$ cat src/rtl/keypad_pkg.sv
// Shared keypad definitions: default line count and debounce depth used by the
// debouncer and the downstream priority encoder, plus the per-line state type.
package keypad_pkg;

    localparam int unsigned N_LINES_DEF   = 8;
    localparam int unsigned DB_CYCLES_DEF = 1000;

    // Legal debounce depth range.
    localparam int unsigned DB_CYCLES_MIN = 2;
    localparam int unsigned DB_CYCLES_MAX = 65535;

    // Per-line condition: sync2 agrees with D (IDLE) or disagrees (COUNTING).
    typedef enum logic {
        ST_IDLE     = 1'b0,
        ST_COUNTING = 1'b1
    } line_state_e;

    // Counter width able to hold 0..cycles-1, never narrower than one bit.
    function automatic int unsigned cnt_width(input int unsigned cycles);
        if (cycles <= 2) begin
            return 1;
        end
        return $clog2(cycles);
    endfunction

endpackage : keypad_pkg

$ cat src/rtl/debounce_line.sv
// Single key line debouncer: 2-flop synchronizer, non-wrapping stability
// counter and registered press/release edge pulses.
//   clk, rst_n      : rising-edge clock, async active-low reset
//   key_raw         : asynchronous bouncing contact
//   d               : debounced level
//   press, release_ : one-cycle pulses on d 0->1 / 1->0
//   *_nxt_c         : next-cycle values of d/press/release_, so the parent can
//                     register aggregate flags in step with them
module debounce_line
    import keypad_pkg::*;
#(
    parameter int unsigned DB_CYCLES = DB_CYCLES_DEF
) (
    input  logic clk,
    input  logic rst_n,
    input  logic key_raw,
    output logic d,
    output logic press,
    output logic release_,
    output logic d_nxt_c,
    output logic press_nxt_c,
    output logic release_nxt_c
);

    localparam int unsigned CW = cnt_width(DB_CYCLES);
    localparam logic [CW-1:0] CNT_LAST = CW'(DB_CYCLES - 1);

    logic          sync1;
    logic          sync2;
    logic [CW-1:0] cnt;
    logic [CW-1:0] cnt_nxt;
    line_state_e   state_c;

    // State register: synchronizer, level, counter and pulses.
    always_ff @(posedge clk or negedge rst_n) begin
        if (!rst_n) begin
            sync1    <= 1'b0;
            sync2    <= 1'b0;
            d        <= 1'b0;
            cnt      <= '0;
            press    <= 1'b0;
            release_ <= 1'b0;
        end else begin
            sync1    <= key_raw;
            sync2    <= sync1;
            d        <= d_nxt_c;
            cnt      <= cnt_nxt;
            press    <= press_nxt_c;
            release_ <= release_nxt_c;
        end
    end

    // Next-state logic. The state is the agreement between sync2 and d, so a
    // bounce back to the d level lands in IDLE and the count is dropped.
    always_comb begin
        state_c       = (sync2 == d) ? ST_IDLE : ST_COUNTING;
        d_nxt_c       = d;
        cnt_nxt       = '0;
        press_nxt_c   = 1'b0;
        release_nxt_c = 1'b0;
        case (state_c)
            ST_IDLE: begin
                cnt_nxt = '0;
            end
            ST_COUNTING: begin
                if (cnt == CNT_LAST) begin
                    // DB_CYCLES consecutive disagreeing samples: accept.
                    d_nxt_c       = sync2;
                    press_nxt_c   = sync2;
                    release_nxt_c = ~sync2;
                    cnt_nxt       = '0;
                end else begin
                    cnt_nxt = cnt + CW'(1);
                end
            end
            default: begin
                cnt_nxt = '0;
            end
        endcase
    end

endmodule : debounce_line

$ cat src/rtl/key_debounce8.sv
// Multi-line key debouncer feeding the keypad priority encoder.
//   clk, rst_n : rising-edge clock, async active-low reset (pre-synchronized)
//   key_raw    : N_LINES asynchronous bouncing key contacts, active high
//   D          : debounced key levels
//   press      : per-line one-cycle pulse on D 0->1
//   release_   : per-line one-cycle pulse on D 1->0
//   chg        : one-cycle pulse, OR of all press/release_ bits
//   any_down   : OR of D, registered alongside D
module key_debounce8
    import keypad_pkg::*;
#(
    parameter int unsigned N_LINES   = N_LINES_DEF,
    parameter int unsigned DB_CYCLES = DB_CYCLES_DEF
) (
    input  logic               clk,
    input  logic               rst_n,
    input  logic [N_LINES-1:0] key_raw,
    output logic [N_LINES-1:0] D,
    output logic [N_LINES-1:0] press,
    output logic [N_LINES-1:0] release_,
    output logic               chg,
    output logic               any_down
);

    logic [N_LINES-1:0] d_nxt_c;
    logic [N_LINES-1:0] press_nxt_c;
    logic [N_LINES-1:0] release_nxt_c;

    // One independent debouncer per key line.
    for (genvar g = 0; g < N_LINES; g++) begin : g_line
        debounce_line #(
            .DB_CYCLES (DB_CYCLES)
        ) u_line (
            .clk           (clk),
            .rst_n         (rst_n),
            .key_raw       (key_raw[g]),
            .d             (D[g]),
            .press         (press[g]),
            .release_      (release_[g]),
            .d_nxt_c       (d_nxt_c[g]),
            .press_nxt_c   (press_nxt_c[g]),
            .release_nxt_c (release_nxt_c[g])
        );
    end

    // Aggregates are built from next-cycle line values so they register on
    // the same edge as D and the pulses.
    always_ff @(posedge clk or negedge rst_n) begin
        if (!rst_n) begin
            chg      <= 1'b0;
            any_down <= 1'b0;
        end else begin
            chg      <= |(press_nxt_c | release_nxt_c);
            any_down <= |d_nxt_c;
        end
    end

endmodule : key_debounce8

$ cat config.mk
export PLATFORM = sky130hd
export DESIGN_NAME = key_debounce8
export DESIGN_NICKNAME = d
export VERILOG_FILES = /design/src/rtl/keypad_pkg.sv /design/src/rtl/debounce_line.sv /design/src/rtl/key_debounce8.sv
export SDC_FILE = /design/constraint.sdc
export NUM_CORES = 1
export LEC_CHECK = 0
export CORE_MARGIN = 5
export CORE_UTILIZATION = 50
export DETAILED_ROUTE_END_ITERATION = 10
export PLACE_DENSITY_LB_ADDON = 0.15
export SKIP_LAST_GASP = 1
export SLEW_MARGIN = 20
export SYNTH_ARGS = -nofsm -noshare
export SYNTH_HDL_FRONTEND = slang
export SYNTH_SLANG_ARGS = --single-unit
$ cat constraint.sdc
create_clock -name clk -period 2.6 [get_ports clk]
set_clock_uncertainty 0.1 [all_clocks]
set_input_delay 0.52 -clock clk [delete_from_list [all_inputs] [get_ports clk]]
set_output_delay 0.52 -clock clk [all_outputs]
set_load 0.1 [all_outputs]
Word level (Yosys, flattened, before mapping). Index checks and enable logic that the tools add are counted. W data, S select, Z words.

Latch bits: 0. Output and inout port bits: 26. ROM bits: 0. Bits of input ports: 10. Memory bits (writable): 0. Register bits: 122. Word-level logic and storage cells: 157. Memories: 0.

Reductions and logical operators: 2. Mux-type cells: 72. Magnitude comparators: 0. Shift operators: 0. Multiply operators: 0. Bitwise gates (word level): 9. Add/subtract/negate cells: 8. Equality and inequality tests: 16. Div/mod/pow operators: 0.

Operators with widths (number): $pmux W10 S2 (8); $add A10 B1 Y10 const B (8); $eq A10 B10 Y1 const B (8); $mux W10 (8); $mux W1 (56); $reduce_or A8 Y1 (2); $eq A1 B1 Y1 (8); $not A1 Y1 (8); $or A8 B8 Y8 (1).

Logic depth before layout (Yosys ltp). Gate-level depths: netlist of the first run.

Depth in word-level cells: 5. Mapped depth: 6. Depth with buffers taken out: 6.

By module. Synthesis of the first run repeated with hierarchy kept, for this count alone.

Cell total of the unflattened synthesis: 490. Area, all modules: 5532.8 µm².

Modules (own cells, without submodules): debounce_line (cells each 60, seq. area each 375.4 µm², times used 8, area an instance 679.4 µm²); key_debounce8 (cells each 10, seq. area each 50.0 µm², times used 1, area an instance 97.6 µm²).

Least setup slack after synthesis of the first run. OpenSTA, ideal clock, no wires.

Path kind: flip-flop to flip-flop. Start: register g_line[6].u_line.cnt[0]. End: register any_down. Setup time: 0.127 ns. Required time: 2.373 ns. Clock period less this slack: 1.886 ns. Stages on the path, launching flop included: 7. Arrival: 1.659 ns. Buffers on the path: 0. Path slack: 0.714 ns. Cells stage by stage: dfrtp_1 -> ha_1 -> nand2_1 -> or3_4 -> mux2_4 -> nor4_2 -> nand2_1.

Longest elaborated chain between the ends: 4.

Ends and longest elaborated chain: start: declaration (line debounce_line.sv:30) `logic [CW-1:0] cnt;`; start signal: assignment (line debounce_line.sv:47) `cnt <= cnt_nxt;`; $eq A10 B10 Y1 (line debounce_line.sv:66) `if (cnt == CNT_LAST) begin`; $mux W1 (line debounce_line.sv:66); $mux W1 (line debounce_line.sv:61) `case (state_c)`; net g_line[6].u_line.d_nxt_c (line debounce_line.sv:20) `output logic d_nxt_c,`; $reduce_or A8 Y1 (line key_debounce8.sv:54) `any_down <= |d_nxt_c;`; end signal: assignment (line key_debounce8.sv:54); end: declaration (line key_debounce8.sv:22) `output logic any_down`.

The timed path passes the listed nets, and every way through them passes these cells.

Final worst setup path of the first run.
Start: register g_line[6].u_line.cnt[0]. End: register chg.

Longest elaborated chain between the ends: 5. Elaborated cells between the ends (all ways): 7. Classes of those cells: eq/ne: 1; mux: 4; bitwise: 1; reduce/logical: 1.

Ends and longest elaborated chain: $eq A10 B10 Y1 (line debounce_line.sv:66); $mux W1 (line debounce_line.sv:66); $mux W1 (line debounce_line.sv:61); net g_line[6].u_line.press_nxt_c (line debounce_line.sv:21) `output logic press_nxt_c,`; $or A8 B8 Y8 (line key_debounce8.sv:53) `chg <= |(press_nxt_c | release_nxt_c);`; $reduce_or A8 Y1 (line key_debounce8.sv:53); end signal: assignment (line key_debounce8.sv:53); end: declaration (line key_debounce8.sv:21) `output logic chg,`.

The timed path passes the listed nets, and every way through them passes these cells.

==> results of run 1 <==
power by group:
part / internal, mW / switching [mW] / total [mW]
registers: 1.94 / 0.0323 / 1.98
clock network: 1.55 / 0.779 / 2.33
logic: 0.0570 / 0.0861 / 0.143
registers in the layout, summed over array words and instances, names as in the netlist:
name                    count
chg                         1
g_line.u_line.d             8
g_line.u_line.press         8
g_line.u_line.release_      8
g_line.u_line.sync1         8
any_down                    1
g_line.u_line.sync2         8
g_line.u_line.cnt          80
path summary, 6_finish.rpt:
check,start,endpoint,slack (ps),cells past startpoint
max,g_line[6].u_line.cnt[0]$_DFF_PN0_,chg$_DFF_PN0_,460,6
min,g_line[7].u_line.sync1$_DFF_PN0_,g_line[7].u_line.sync2$_DFF_PN0_,240,0
max reg2reg,g_line[6].u_line.cnt[0]$_DFF_PN0_,chg$_DFF_PN0_,460,6
min reg2reg,g_line[7].u_line.sync1$_DFF_PN0_,g_line[7].u_line.sync2$_DFF_PN0_,240,0
max in group asynchronous,rst_n,g_line[1].u_line.sync2$_DFF_PN0_,1410,3
min in group asynchronous,rst_n,g_line[2].u_line.cnt[4]$_DFF_PN0_,390,2
cells in the final DEF (no fill, tap or decap), types with 6 or more instances in the layout:
| cell type | count |
|---|---|
| ha_1 | 8 |
| buf_4 | 27 |
| nand4b_1 | 6 |
| xnor2_1 | 37 |
| dfrtp_1 | 122 |
| mux2_2 | 6 |
| nand2b_1 | 8 |
| nor3_1 | 7 |
| xor2_1 | 28 |
| nand2_1 | 22 |
| a21oi_1 | 6 |
| and3_1 | 18 |
| nor2_1 | 83 |
| clkbuf_16 | 16 |
| nor3b_1 | 7 |
| inv_1 | 10 |
| clkdlybuf4s50_1 | 8 |
| nand3_1 | 22 |
| nand4_1 | 12 |
| nor4_1 | 9 |
layout make-up:
class | instances | area (µm²) | area share
Sequential cell | 122 | 3053 | 0.4932
Multi-Input combinational cell | 314 | 2001 | 0.3232
Clock buffer | 24 | 480.5 | 0.07762
Timing Repair Buffer | 38 | 332.8 | 0.05377
Tap cell | 136 | 170.2 | 0.02749
Clock inverter | 8 | 115.1 | 0.01860
Inverter | 10 | 37.54 | 0.006064
cell families after synthesis:
logic type	share of synthesized area
AOI/OAI and AO/OA	0.01277
xor gates and xnor gates	0.1076
adders and majority gates	0.01892
buffers and inverters	0.04470
DFF	0.5771
muxes	0.01845
and+or+nand+nor	0.2204
routing by layer:
layer	vias to the layer above	GRT usage	wire length, µm
met1	1544	0.2215	4435
met2	47	0.2287	3913
met3	16	0.05508	411
met4	0	0.07452	180
li1	1635	-	-
met5	-	0	0
Yosys cell counts (all sizes together), types with 5 or more instances:
library cell	count	area share
a21oi	6	0.0057
and3	19	0.023
buf	24	0.034
clkbuf	5	0.0035
dfrtp	122	0.58
ha	8	0.019
inv	10	0.0071
mux2	8	0.018
nand2	22	0.016
nand2b	8	0.0095
nand3	23	0.023
nand4	12	0.014
nand4b	6	0.0099
nor2	83	0.059
nor3	7	0.0066
nor3b	7	0.0099
nor4	11	0.015
o21ai	5	0.0047
or3	7	0.010
xnor2	37	0.061
xor2	28	0.046
what timing repair did:
item | in CTS | in global routing
hold endpoints to repair | 28 | 0
gates resized for setup | 0 | 0
buffers inserted | 0 | 0
hold buffers | 1 | 0
stage by stage:
stage,hold WS (ps),power (mW),std cells
after floorplan,124.4,2.074,475
after global placement,233.2,2.148,619
after detailed placement,234.7,2.153,619
after CTS,247.3,4.514,652
after global routing,252.5,4.652,652
final,244.6,4.451,652
==> flow_summary_export.csv, run 1 <==
group,metric,value,unit
detailed_routing,vias,3242,
layout,final_area,6190,µm²
die,die_y,112.9,µm
critical_path,arrival,2410,ps
power,p_leak,2.861,nW
yosys,synth-seq-cells,122,
global_routing,grt_pass1_vias,3312,
yosys,ys_types,35,
yosys,ys.warnings.count,0,
detailed_routing,antenna_left,0,
clocking,cts-root-buf,"clkbuf_8",
layout,antenna_cells,0,
global_routing,grt_pass1_wl,16110,µm
sta,worst_slew_margin_rel,0.5510,
detailed_routing,routedWlPerCell,13.71,µm
detailed_routing,drt_iter0_drc,165,
global_routing,gr-total-overflow,0,
critical_path,critPathRequiredTime,2880,ps
yosys,synthCells,475,
layout,fill_cells,846,
placed_design,gp_congestion,0.7718,
global_routing,antenna_found_initial,0,
clocking,clock_path_buffers,2,
layout,syn2layout_area_growth,17.01,%
critical_path,worst-path-buf-inv,0,
sta,fin_crit_sh,0.8213,
yosys,yosys_most_used_dff,"dfrtp_1",
die,num_io_pins,36,
critical_path,worstPathCellList,"ha_1 > nand2_1 > nor4_1 > nor4_1 > nand4b_1 > or4_1",
global_routing,grt_max_degree,51,
layout,fin_util,0.5996,
critical_path,max_stage_delay,530,ps
placed_design,hpwl,6056,µm
detailed_routing,drc,0,
yosys,synth_edf_count,0,
sta,hold_viol,0,
sta,fmax,468.3,MHz
sta,worst_slew_pin_slew,667.4,ps
sta,fin_ws,464.7,ps
clocking,clkTransAtPathRegs,50,ps
run_status,outcome,"completed",
detailed_routing,routed_via_density,4.972,
clocking,cts_buffers,17,
critical_path,path_max_fanout,4,
placed_design,dpl_cell_area,5584,µm²
detailed_routing,drtPass1Iterations,4,
sta,post-route-min-period,2135,ps
detailed_routing,totalWireLength,8941,µm
die,die_w,112.9,µm
sta,rsz0062_at_grt,"false",
run,cap_viol_max_count,0,
clocking,clock-sinks,122,
layout,layout-drive-gt1-share,0.1492,
yosys,yosysSeqAreaShare,0.5771,
critical_path,cp_top_family,"simple AND/OR/NAND/NOR gates",
power,peakVddDrop,0.5824,mV
clocking,htreeDepth,4,
die,rows,37,
critical_path,crit_type,"reg -> reg",
die,dieArea,12740,µm²
critical_path,cpMostUsedCell,"nor4_1",
yosys,syn_nets,493,
yosys,synth-async-reset-ratio,1.000,
sta,setup_viol,0,
yosys,synth_area,5290,µm²
global_routing,grt.total_usage,0.1605,
clocking,clk_latency,520,ps
critical_path,start_kind,"register",
sta,setup_tns,0,ps
layout,final_nets,521,
placed_design,io_buffers,35,
critical_path,cp_slowest_cell,"or4_1",
worst_hold_path,hold_path_class,"reg -> reg",
placed_design,pre_cts_ws,476.4,ps
power,pwr_density_cell,719.2,nW/µm²
clocking,cts_tree,"done",
die,core,10320,µm²
sta,drv_slew,0,
die,start_util,0.5124,
critical_path,worstSetupEndpointType,"register",
yosys,syn_area_per_cell,11.14,µm²
(Power assumes the default switching activity.)
==> run 2, diff against run 1 <==
==> constraint.sdc (replaced) <==
create_clock -name clk -period 1.9 [get_ports clk]
set_clock_uncertainty 0.1 [all_clocks]
set_input_delay 0.38 -clock clk [delete_from_list [all_inputs] [get_ports clk]]
set_output_delay 0.38 -clock clk [all_outputs]
set_load 0.1 [all_outputs]
==> run 2 against run 1 <==
The run now ends with negative setup slack left. Global-route usage increased by 1.8 points. Combinational power is 78% higher. Sequential share of layout area down 6.1 points. Critical endpoint unchanged. Final area rose by 14%. First-iteration DRC count grew 36%.
==> flow_summary_export.csv, run 2 (synthesized netlist as in run 1, its figures left out) <==
group,metric,value,unit
sta,whs,195.9,ps
run_status,violations,"negative setup slack",
sta,fin_ws,-37.80,ps
power,peakVddDrop,0.7639,mV
run,cap_viol_max_count,0,
clocking,cts_buffers,17,
power,pwr_density_cell,891.0,nW/µm²
layout,stdcell_count,714,
placed_design,dp.cells,676,
global_routing,grtUsageMet3,0.06471,
layout,antenna_cells,0,
sta,rsz0062_at_grt,"true",
clocking,clkTransAtPathRegs,60,ps
global_routing,antenna_found_initial,0,
global_routing,grt_pass1_vias,3774,
global_routing,grt_max_degree,40,
layout,top_register,"g_line.u_line.cnt",
global_routing,use_met2,0.2741,
detailed_routing,totalWireLength,10260,µm
critical_path,arrival,2230,ps
global_routing,grt_use_met1,0.2400,
layout,fill_cells,736,
detailed_routing,drtPass1Iterations,4,
die,dieArea,12740,µm²
power,p_leak,3.251,nW
sta,fmax,516.0,MHz
layout,fin_util,0.6836,
global_routing,gr-total-overflow,0,
critical_path,critPathRequiredTime,2190,ps
sta,fin_crit_sh,1.020,
sta,hold_viol,0,
die,die_w,112.9,µm
placed_design,io_buffers,35,
sta,worst_slew_margin_rel,0.6261,
placed_design,gp_congestion,0.7838,
detailed_routing,routedWlPerCell,14.36,µm
critical_path,crit_type,"reg -> reg",
sta,worst_slew_pin_slew,560.9,ps
placed_design,pre_cts_ws,-92.44,ps
layout,layout-drive-gt1-share,0.2595,
detailed_routing,routed_via_density,5.062,
die,die_y,112.9,µm
die,num_io_pins,36,
placed_design,dpl_cell_area,6350,µm²
layout,final_area,7057,µm²
clocking,cts_tree,"done",
detailed_routing,antenna_left,0,
detailed_routing,vias,3614,
layout,largest_register_ffs,80,
detailed_routing,drc,0,
run_status,outcome,"finished, violations left",
clocking,clock_path_buffers,2,
clocking,clk_latency,520,ps
sta,drv_slew,0,
global_routing,busiest_layer,"met2",
global_routing,grt_pass1_wl,17990,µm
global_routing,grt.total_usage,0.1783,
layout,final_nets,583,
sta,post-route-min-period,1938,ps
placed_design,hpwl,7086,µm
critical_path,start_kind,"register",
layout,syn2layout_area_growth,33.40,%
die,core,10320,µm²
clocking,cts-root-buf,"clkbuf_8",
critical_path,worstSetupEndpointType,"register",
clocking,clock-sinks,122,
die,start_util,0.5124,
worst_hold_path,hold_path_class,"in -> reg",
sta,setup_viol,2,
critical_path,path_max_fanout,3,
detailed_routing,drt_iter0_drc,225,
clocking,htreeDepth,4,
layout,mostFrequentLayoutCell,"dfrtp_1",
die,rows,37,
layout,final_cell_mix,"122 x dfrtp_1, 83 x nor2_1, 62 x buf_4",
## run 2: worst paths after layout
kind / startpoint / end / slack (ps) / depth (start not counted)
max in group asynchronous: rst_n / g_line[5].u_line.sync1$_DFF_PN0_ / 790 / 3
min in group asynchronous: rst_n / g_line[0].u_line.cnt[6]$_DFF_PN0_ / 300 / 2
max reg2reg: g_line[5].u_line.cnt[0]$_DFF_PN0_ / chg$_DFF_PN0_ / -40 / 6
min: key_raw[7] / g_line[7].u_line.sync1$_DFF_PN0_ / 200 / 1
min reg2reg: g_line[2].u_line.sync1$_DFF_PN0_ / g_line[2].u_line.sync2$_DFF_PN0_ / 250 / 0
max: g_line[5].u_line.cnt[0]$_DFF_PN0_ / chg$_DFF_PN0_ / -40 / 6
## run 2: final cells by class
class                           instances  area [µm²]  share of cell area
Clock buffer                           20       445.4             0.06312
Sequential cell                       122        3053              0.4326
Inverter                               10       37.54            0.005319
Tap cell                              136       170.2             0.02411
Timing Repair Buffer                  100        1136              0.1610
Multi-Input combinational cell        314        2043              0.2895
Clock inverter                         12       171.4             0.02429
## run 2: power breakdown
part	total (mW)	leakage [nW]	switching [mW]	internal, mW
logic	0.255	1.31	0.138	0.117
clock network	3.33	0.297	1.14	2.19
registers	2.70	1.65	0.0406	2.66
total	6.29	3.25	1.32	4.97
## run 2: critical path, stage by stage (launching register included)
cell and delay (ps):
dfrtp_1 390, ha_2 200, nand4b_1 130, nor4_2 60
nor4_1 290, nand4b_1 140, or4_4 490
## run 2: metrics by stage
stage | total power, mW | TNS, ps
floorplan | 2.838 | 0
global placement | 2.982 | -73.40
detailed placement | 2.992 | -157.5
CTS | 6.346 | -86.52
global route | 6.526 | -212.6
finish | 6.288 | -51.58
## run 2: metal layers
metal  vias to the layer above  share of wire  wire (µm)
li1                       1762              -          -
met1                      1789           0.48       4947
met2                        47           0.47       4828
met3                        16          0.034        345
met4                         0          0.013        134
met5                         -              0          0
## run 2: what timing repair did
item / CTS / global route
hold buffers: 1 / 0
resized for setup: 7 / 3
hold endpoints to repair: 33 / 0
setup buffers: 4 / 1
pin swaps: 8 / 5
endpoints found under the setup margin: 2 / 2
